==> src/rtl/seg7_scan.sv <==
// seg7_scan: multiplexed 7-segment display scanner.
// A shadow register holds the digit codes and decimal point requests; a
// prescaler paces a digit index that walks 0..DIGITS-1. Every output is
// registered from the current index and shadow contents, so any index change
// or shadow load reaches the pins one edge later.
module seg7_scan #(
    parameter int unsigned DIGITS = 4,
    parameter int unsigned TICKS  = 1000
) (
    input  logic                  clk,
    input  logic                  rst,
    input  logic [4*DIGITS-1:0]   number,
    input  logic [DIGITS-1:0]     dot_ena,
    input  logic                  load,
    input  logic                  ena,
    input  logic                  hex,
    input  logic                  lzb,
    output logic [6:0]            seg,
    output logic                  dot,
    output logic [DIGITS-1:0]     an,
    output logic                  frame
);

    localparam int unsigned IW = (DIGITS > 1) ? $clog2(DIGITS) : 1;
    localparam int unsigned PW = (TICKS > 1) ? $clog2(TICKS) : 1;

    localparam logic [IW-1:0] LAST_IDX  = IW'(DIGITS - 1);
    localparam logic [PW-1:0] LAST_TICK = PW'(TICKS - 1);

    // Segment patterns {a,b,c,d,e,f,g}; hex letters only when hex_en is set.
    function automatic logic [6:0] seg_decode(input logic [3:0] code, input logic hex_en);
        logic [6:0] s;
        case (code)
            4'h0: s = 7'b1111110;
            4'h1: s = 7'b0110000;
            4'h2: s = 7'b1101101;
            4'h3: s = 7'b1111001;
            4'h4: s = 7'b0110011;
            4'h5: s = 7'b1011011;
            4'h6: s = 7'b1011111;
            4'h7: s = 7'b1110000;
            4'h8: s = 7'b1111111;
            4'h9: s = 7'b1111011;
            4'hA: s = hex_en ? 7'b1110111 : 7'b0000000;
            4'hB: s = hex_en ? 7'b0011111 : 7'b0000000;
            4'hC: s = hex_en ? 7'b1001110 : 7'b0000000;
            4'hD: s = hex_en ? 7'b0111101 : 7'b0000000;
            4'hE: s = hex_en ? 7'b1001111 : 7'b0000000;
            default: s = hex_en ? 7'b1000111 : 7'b0000000;
        endcase
        return s;
    endfunction

    logic [4*DIGITS-1:0] shadow_num_q, shadow_num_d;
    logic [DIGITS-1:0]   shadow_dot_q, shadow_dot_d;
    logic [PW-1:0]       presc_q, presc_d;
    logic [IW-1:0]       idx_q, idx_d;
    logic                wrap_q, wrap_d;
    logic [6:0]          seg_q, seg_d;
    logic                dot_q, dot_d;
    logic [DIGITS-1:0]   an_q, an_d;
    logic                frame_q, frame_d;

    logic                tick;
    logic [3:0]          cur_code;
    logic [DIGITS-1:0]   blank;
    logic                zero_above;

    // Shadow register capture.
    always_comb begin
        shadow_num_d = shadow_num_q;
        shadow_dot_d = shadow_dot_q;
        if (load) begin
            shadow_num_d = number;
            shadow_dot_d = dot_ena;
        end
    end

    // Prescaler and digit index; wrap_q remembers an index wrap so frame
    // lines up with the outputs that first show digit 0.
    always_comb begin
        tick    = (presc_q == LAST_TICK);
        presc_d = tick ? '0 : presc_q + 1'b1;
        idx_d   = idx_q;
        if (tick) begin
            idx_d = (idx_q == LAST_IDX) ? '0 : idx_q + 1'b1;
        end
        wrap_d  = tick && (idx_q == LAST_IDX);
        frame_d = wrap_q;
    end

    // Leading-zero blanking mask, scanning from the most significant digit down.
    always_comb begin
        blank      = '0;
        zero_above = 1'b1;
        for (int unsigned j = 0; j < DIGITS; j++) begin
            zero_above = zero_above && (shadow_num_q[4*(DIGITS-1-j) +: 4] == 4'h0);
            blank[DIGITS-1-j] = lzb && (j != DIGITS - 1) && zero_above;
        end
    end

    // Output values for the currently selected digit.
    always_comb begin
        cur_code = shadow_num_q[4*idx_q +: 4];
        seg_d    = '0;
        dot_d    = 1'b0;
        an_d     = '0;
        if (ena) begin
            seg_d = blank[idx_q] ? 7'b0000000 : seg_decode(cur_code, hex);
            dot_d = shadow_dot_q[idx_q];
            an_d  = DIGITS'(1) << idx_q;
        end
    end

    // State and output registers with synchronous reset.
    always_ff @(posedge clk) begin
        if (rst) begin
            shadow_num_q <= '0;
            shadow_dot_q <= '0;
            presc_q      <= '0;
            idx_q        <= '0;
            wrap_q       <= 1'b0;
            seg_q        <= '0;
            dot_q        <= 1'b0;
            an_q         <= '0;
            frame_q      <= 1'b0;
        end else begin
            shadow_num_q <= shadow_num_d;
            shadow_dot_q <= shadow_dot_d;
            presc_q      <= presc_d;
            idx_q        <= idx_d;
            wrap_q       <= wrap_d;
            seg_q        <= seg_d;
            dot_q        <= dot_d;
            an_q         <= an_d;
            frame_q      <= frame_d;
        end
    end

    assign seg   = seg_q;
    assign dot   = dot_q;
    assign an    = an_q;
    assign frame = frame_q;

endmodule

==> config.mk <==
export PLATFORM = sky130hd
export DESIGN_NAME = seg7_scan
export DESIGN_NICKNAME = d
export VERILOG_FILES = /design/src/rtl/seg7_scan.sv
export SDC_FILE = /design/constraint.sdc
export NUM_CORES = 1
export LEC_CHECK = 0
export CORE_UTILIZATION = 51
export CTS_CLUSTER_SIZE = 10
export DETAILED_ROUTE_END_ITERATION = 8
export PLACE_DENSITY = 0.9
export SETUP_SLACK_MARGIN = 0.15
export SYNTH_ARGS = -nofsm -noshare
export SYNTH_HDL_FRONTEND = slang
export SYNTH_SLANG_ARGS = --single-unit
export TNS_END_PERCENT = 1
==> constraint.sdc <==
create_clock -name clk -period 2.2 [get_ports clk]
set_input_delay 0.66 -clock clk [delete_from_list [all_inputs] [get_ports clk]]
set_output_delay 0.66 -clock clk [all_outputs]
set_load 0.02 [all_outputs]
* Yosys cells after proc, flatten, opt, wreduce, memory -nomap -nowiden
Cells that the tools add are included.
** Word-level totals
- Register bits after elaboration :: 46
- Input bits :: 26
- Output and inout bits :: 13
- Logic and storage cells :: 56
** Operators by class
- Add/sub/neg operators :: 2
- Magnitude comparators :: 1
- Equal/unequal tests :: 16
- Shifts and indexed selects :: 2
- Multiplexer cells :: 12
- Bitwise operators :: 1
- Reduce and logical (&&, ||, !) cells :: 13
** Operators by type and width (number)
- $pmux 7 s15 :: 1
- $eq 4x4->1 const B :: 7
- $mux 7 :: 4
- $eq 4x3->1 const B :: 4
- $logic_not 4->1 :: 4
- $shiftx 16x5->4 :: 1
- $add 10x1->10 const B :: 1
- $eq 10x10->1 const B :: 1
- $eq 4x2->1 const B :: 2
- $logic_and 1x1->1 :: 6
- $mux 6 :: 1
- $mux 5 :: 1
- $bmux 1 s2 :: 2
- $eq 4x1->1 const B :: 1
- $reduce_or 2->1 :: 2
- $shl 1x2->4 const A :: 1
- $lt 2x3->1 const B :: 1
- $reduce_or 3->1 :: 1
- $add 2x1->2 const B :: 1
- $eq 2x2->1 const B :: 1
- $mux 1 :: 2
- $mux 2 :: 1
- $not 1->1 :: 1

* Depth between registers and ports, before layout
Gate-level depths: netlist (run 1).
- Word-level depth :: 7
- Mapped depth :: 7
- Mapped depth without buffers :: 6

* Least setup slack after synthesis (run 1)
Ideal clock, no wire load.
- Kind :: register -> register
- Start :: reg idx_q[0]
- End :: reg seg_q[4] (netlist: seg[4])
- Library setup time :: 122 ps
- Data arrival time :: 1638 ps
- Required time :: 2078 ps
- Slack :: 440 ps
- Cell stages (with the launch flop) :: 7
- Buffers on the path :: 2
- Clock period less this slack :: 1760 ps
- Cell sequence :: dfxtp_1 buf_6 mux4_2 buf_6 or2_1 a221oi_1 nor2_1
** On the way
- Word-level cells in the longest chain between the ends :: 3
** RTL lines
- start, declared :: RTL line 57 : logic [IW-1:0] idx_q, idx_d;
- start signal, assigned :: RTL line 131 : idx_q <= idx_d;
- $shiftx 16x5->4 / $bmux 1 s2 (equally long branches) :: RTL line 104, 109
- $eq 4x4->1 (tied with other cells) :: RTL line 33 : case (code)
- $pmux 7 s15 / $reduce_or 3->1 (equally long branches)
- end signal, assigned :: RTL line 133 : seg_q <= seg_d;
- end, declared :: RTL line 59 : logic [6:0] seg_q, seg_d;
Several ways; a longest one is shown, not always the timed one. The select of a mux whose other input is x is not followed.
A chain may end at the register's enable or synchronous reset.

* Final worst setup path (run 1)
- Start :: reg idx_q[1]
- End :: reg seg_q[5] (netlist: seg[5])
Same word-level chain as after synthesis.

==> results of run 1 <==
[what timing repair did]
action | CTS | global route
endpoints found under the setup margin | 0 | 2
resized for setup | 0 | 1
buffers inserted | 0 | 0
[worst max path at each step]
| stage | from | endpoint | slack [ns] | cells past startpoint |
|---|---|---|---|---|
| floorplan | idx_q[0] | seg[4] | 0.44 | 6 |
| global placement | rst | presc_q[5] | 0.28 | 4 |
| detailed placement | rst | presc_q[7] | 0.25 | 4 |
| CTS | idx_q[0] | seg[5] | 0.24 | 6 |
| global route | idx_q[1] | seg[4] | 0.18 | 4 |
| finish | idx_q[1] | seg[5] | 0.31 | 5 |
[area by class of cell]
cell class,count,area (µm²),area share (%)
sequential,46,921,36.6
tap,48,60.1,2.39
clock inverter,3,40.0,1.59
multi-input combinational,139,983,39.1
clock buffer,5,68.8,2.74
inverter,3,11.3,0.448
timing repair buffer,43,430,17.1
[layer usage]
layer / track usage (%) / wire (µm) / vias to the layer above
met3: 6.25 / 211 / 8
met4: 10.0 / 105 / 0
li1: - / - / 771
met1: 26.5 / 1760 / 739
met2: 35.6 / 1950 / 62
met5: 0 / 0 / -
[worst max-delay path, delay by kind of cell, from the launching register on]
kind	cells	cell delay, ns
compound gates	2	0.41
mux	1	0.65
flops	1	0.49
simple gates	2	0.23
[power breakdown]
group | switching, W | total (W) | leakage [nW] | internal, W
clock | 0.000284 | 0.000618 | 0.0579 | 0.000334
combinational | 0.000106 | 0.000226 | 0.546 | 0.000120
sequential | 0.0000224 | 0.000891 | 0.377 | 0.000868
[placed cells by master, fill, tap and decap left out, types with 3 or more instances in the layout]
cell             netlist  final
a21oi_1                8      8
and2_1                 3      3
buf_4                  2      4
clkbuf_8               0      5
clkdlybuf4s50_1        0     38
dfxtp_1               46     46
mux2i_1               23     22
mux4_2                 4      4
nand2_1                9      9
nand2b_1               3      3
nand3_1                4      4
nor2_1                36     36
nor2b_1                3      3
nor3_1                 3      3
nor4_1                 3      3
o21ai_0                7      7
xnor2_1                5      5
xor2_1                 3      3
[Yosys cell counts, types with 3 or more instances]
cell type and count:
nand3_1 4, clkbuf_1 4, nand2b_1 3, a21oi_1 8, nor2_1 36, xnor2_1 5, xor2_1 3, nand2_1 9
dfxtp_1 46, nor2b_1 3, mux4_2 4, o21ai_0 7, nor4_1 3, and2_1 3, nor3_1 3, mux2i_1 23
[kinds of logic after synthesis]
family	Yosys count	share of synthesized area [%]
AO/OA/AOI/OAI	25	8.75
XOR/XNOR	8	3.55
adder cells (fa/ha/maj)	3	1.78
buffers and inverters	13	3.68
flip-flops	46	46.7
multiplexers	28	16.8
AND/OR/NAND/NOR	75	18.8
[registers in the layout, indices dropped and copies added (netlist names)]
name          flops
presc_q          10
shadow_num_q     16
seg               7
frame_d           1
an                4
shadow_dot_q      4
idx_q             2
dot               1
frame             1
[per-stage QoR]
step | cell area, µm² | total power, W | setup WS [ns] | hold WS [ns]
after CTS | 2510 | 0.00174 | 0.238 | 0.451
after global routing | 2510 | 0.00181 | 0.175 | 0.466
after detailed placement | 2400 | 0.00113 | 0.247 | 0.435
after floorplan | 1970 | 0.00104 | 0.440 | 0.413
after global placement | 2400 | 0.00113 | 0.279 | 0.426
final | 2510 | 0.00173 | 0.313 | 0.455
==> impl_metrics.yaml, run 1 <==
worst_setup_path:
  worstSetupStartpointType: "flop"
  rr_startpoint: "idx_q[1]"
  slowest_delay_ns: 0.65
  crit_arrival_ns: 2.08
  critPathSlowestCell: "mux4_2"
  end_kind: "flop"
  path_max_fanout: 9
  r2r_setup_slack_ns: 0.31
  reg2reg_to: "seg[5]"
  cp.required_ns: 2.39
  path_class: "flop to flop"
  path_cells: "mux4_2 > nand2b_1 > o21ai_0 > a221oi_1 > nor2_1"
  r2r_cells: 5
logic_synthesis:
  synth_area_um2: 1970
  synthArstFlopShare_pct: 0
  syn_nets: 226
  synth-edff-count: 0
  synth-seq-area-share_pct: 46.7
  netlist_top_cells_area: "dfxtp_1 47%, mux2i_1 12%, nor2_1 6.8%"
  syn_inst: 198
  synth-main-ff-cell: "dfxtp_1"
  ys_ff_latch: 46
  synth_warnings: 0
  synth.distinct_cells: 42
  yosysTopAreaCell: "dfxtp_1"
  avgSynthCellArea_um2: 9.97
  synth_top_area_share_pct: 46.7
clock_network:
  hold_buffers: 0
  clk_pin_slew_ns: 0.08
  cts_buffers: 5
  cts_sinks: 46
  cts_tree: "yes"
  cts_buffer_depth: 2
  cts_root_buf: "clkbuf_8"
  clock_insertion_delay_worst_skew_ns: 0.30
  htree_levels: 2
drt:
  wire_per_inst_um: 14.0
  detail-route-antenna-nets: 0
  firstDrtPassIters: 4
  wl_mm: 4.03
  drt_iter0_markers: 115
  vias_per_cell: 5.51
  drc_errors: 0
  num_vias: 1580
hold_path:
  holdPathStages: 1
  hp-start: "frame_d"
  worstHoldEndpoint: "frame"
  hold_class: "flop to flop"
finish:
  area_delta_synth_final_pct: 27.5
  drive_gt1_share_pct: 9.62
  final_util_pct: 68.2
  fillers: 295
  antennaDiodeCount: 0
  layoutNonFillerInstCount: 287
  nNetsFinal: 266
place:
  hpwl_mm: 2.71
  numPortBuffers: 38
  gp_congestion: 0.847
  placedCellCount: 279
sta:
  period_needed_ns: 1.89
  max-slew-margin-rel_pct: 64.1
  tns_ns: 0
  slew_viol_final: 0
  worstMarginPinSlew_ns: 0.528
  skew_ns: 0.00349
  finalSetupViolations: 0
  fmax_mhz: 530
  hold_violations: 0
  period_share_pct: 85.8
  grt_setup_unrepaired: "no"
die:
  initial_core_util_pct: 53.5
  core_um2: 3690
  die_x_um: 64.2
  row_count: 22
  die_h_um: 64.2
  io_pins: 39
  fp.dieArea_um2: 4120
pwr:
  vdd_ir_drop_max_uv: 447
  power.leakage_nw: 0.981
  powerDensity_nw_per_um2: 690
job:
  cap_violations: 0
global_routing:
  grt_pass1_wl_mm: 6.75
  overflow: 0
  grt_max_degree: 28
  antenna_found_initial: 0
  grt_use_total_pct: 21.8
  grt_pass1_vias: 1503
outcome:
  status: "finished, final reports clean"
No activity file was read; power rests on OpenSTA's default activity.
==> run 2: changes to the inputs <==
--- a/config.mk
+++ b/config.mk
@@ -5,6 +5,7 @@
 export SDC_FILE = /design/constraint.sdc
 export NUM_CORES = 1
 export LEC_CHECK = 0
+export ABC_CLOCK_PERIOD_IN_PS = 2200
 export CORE_UTILIZATION = 51
 export CTS_CLUSTER_SIZE = 10
 export DETAILED_ROUTE_END_ITERATION = 8
==> results of run 2 <==
Same layout as run 1: the final DEF is identical, and so are final timing and power.
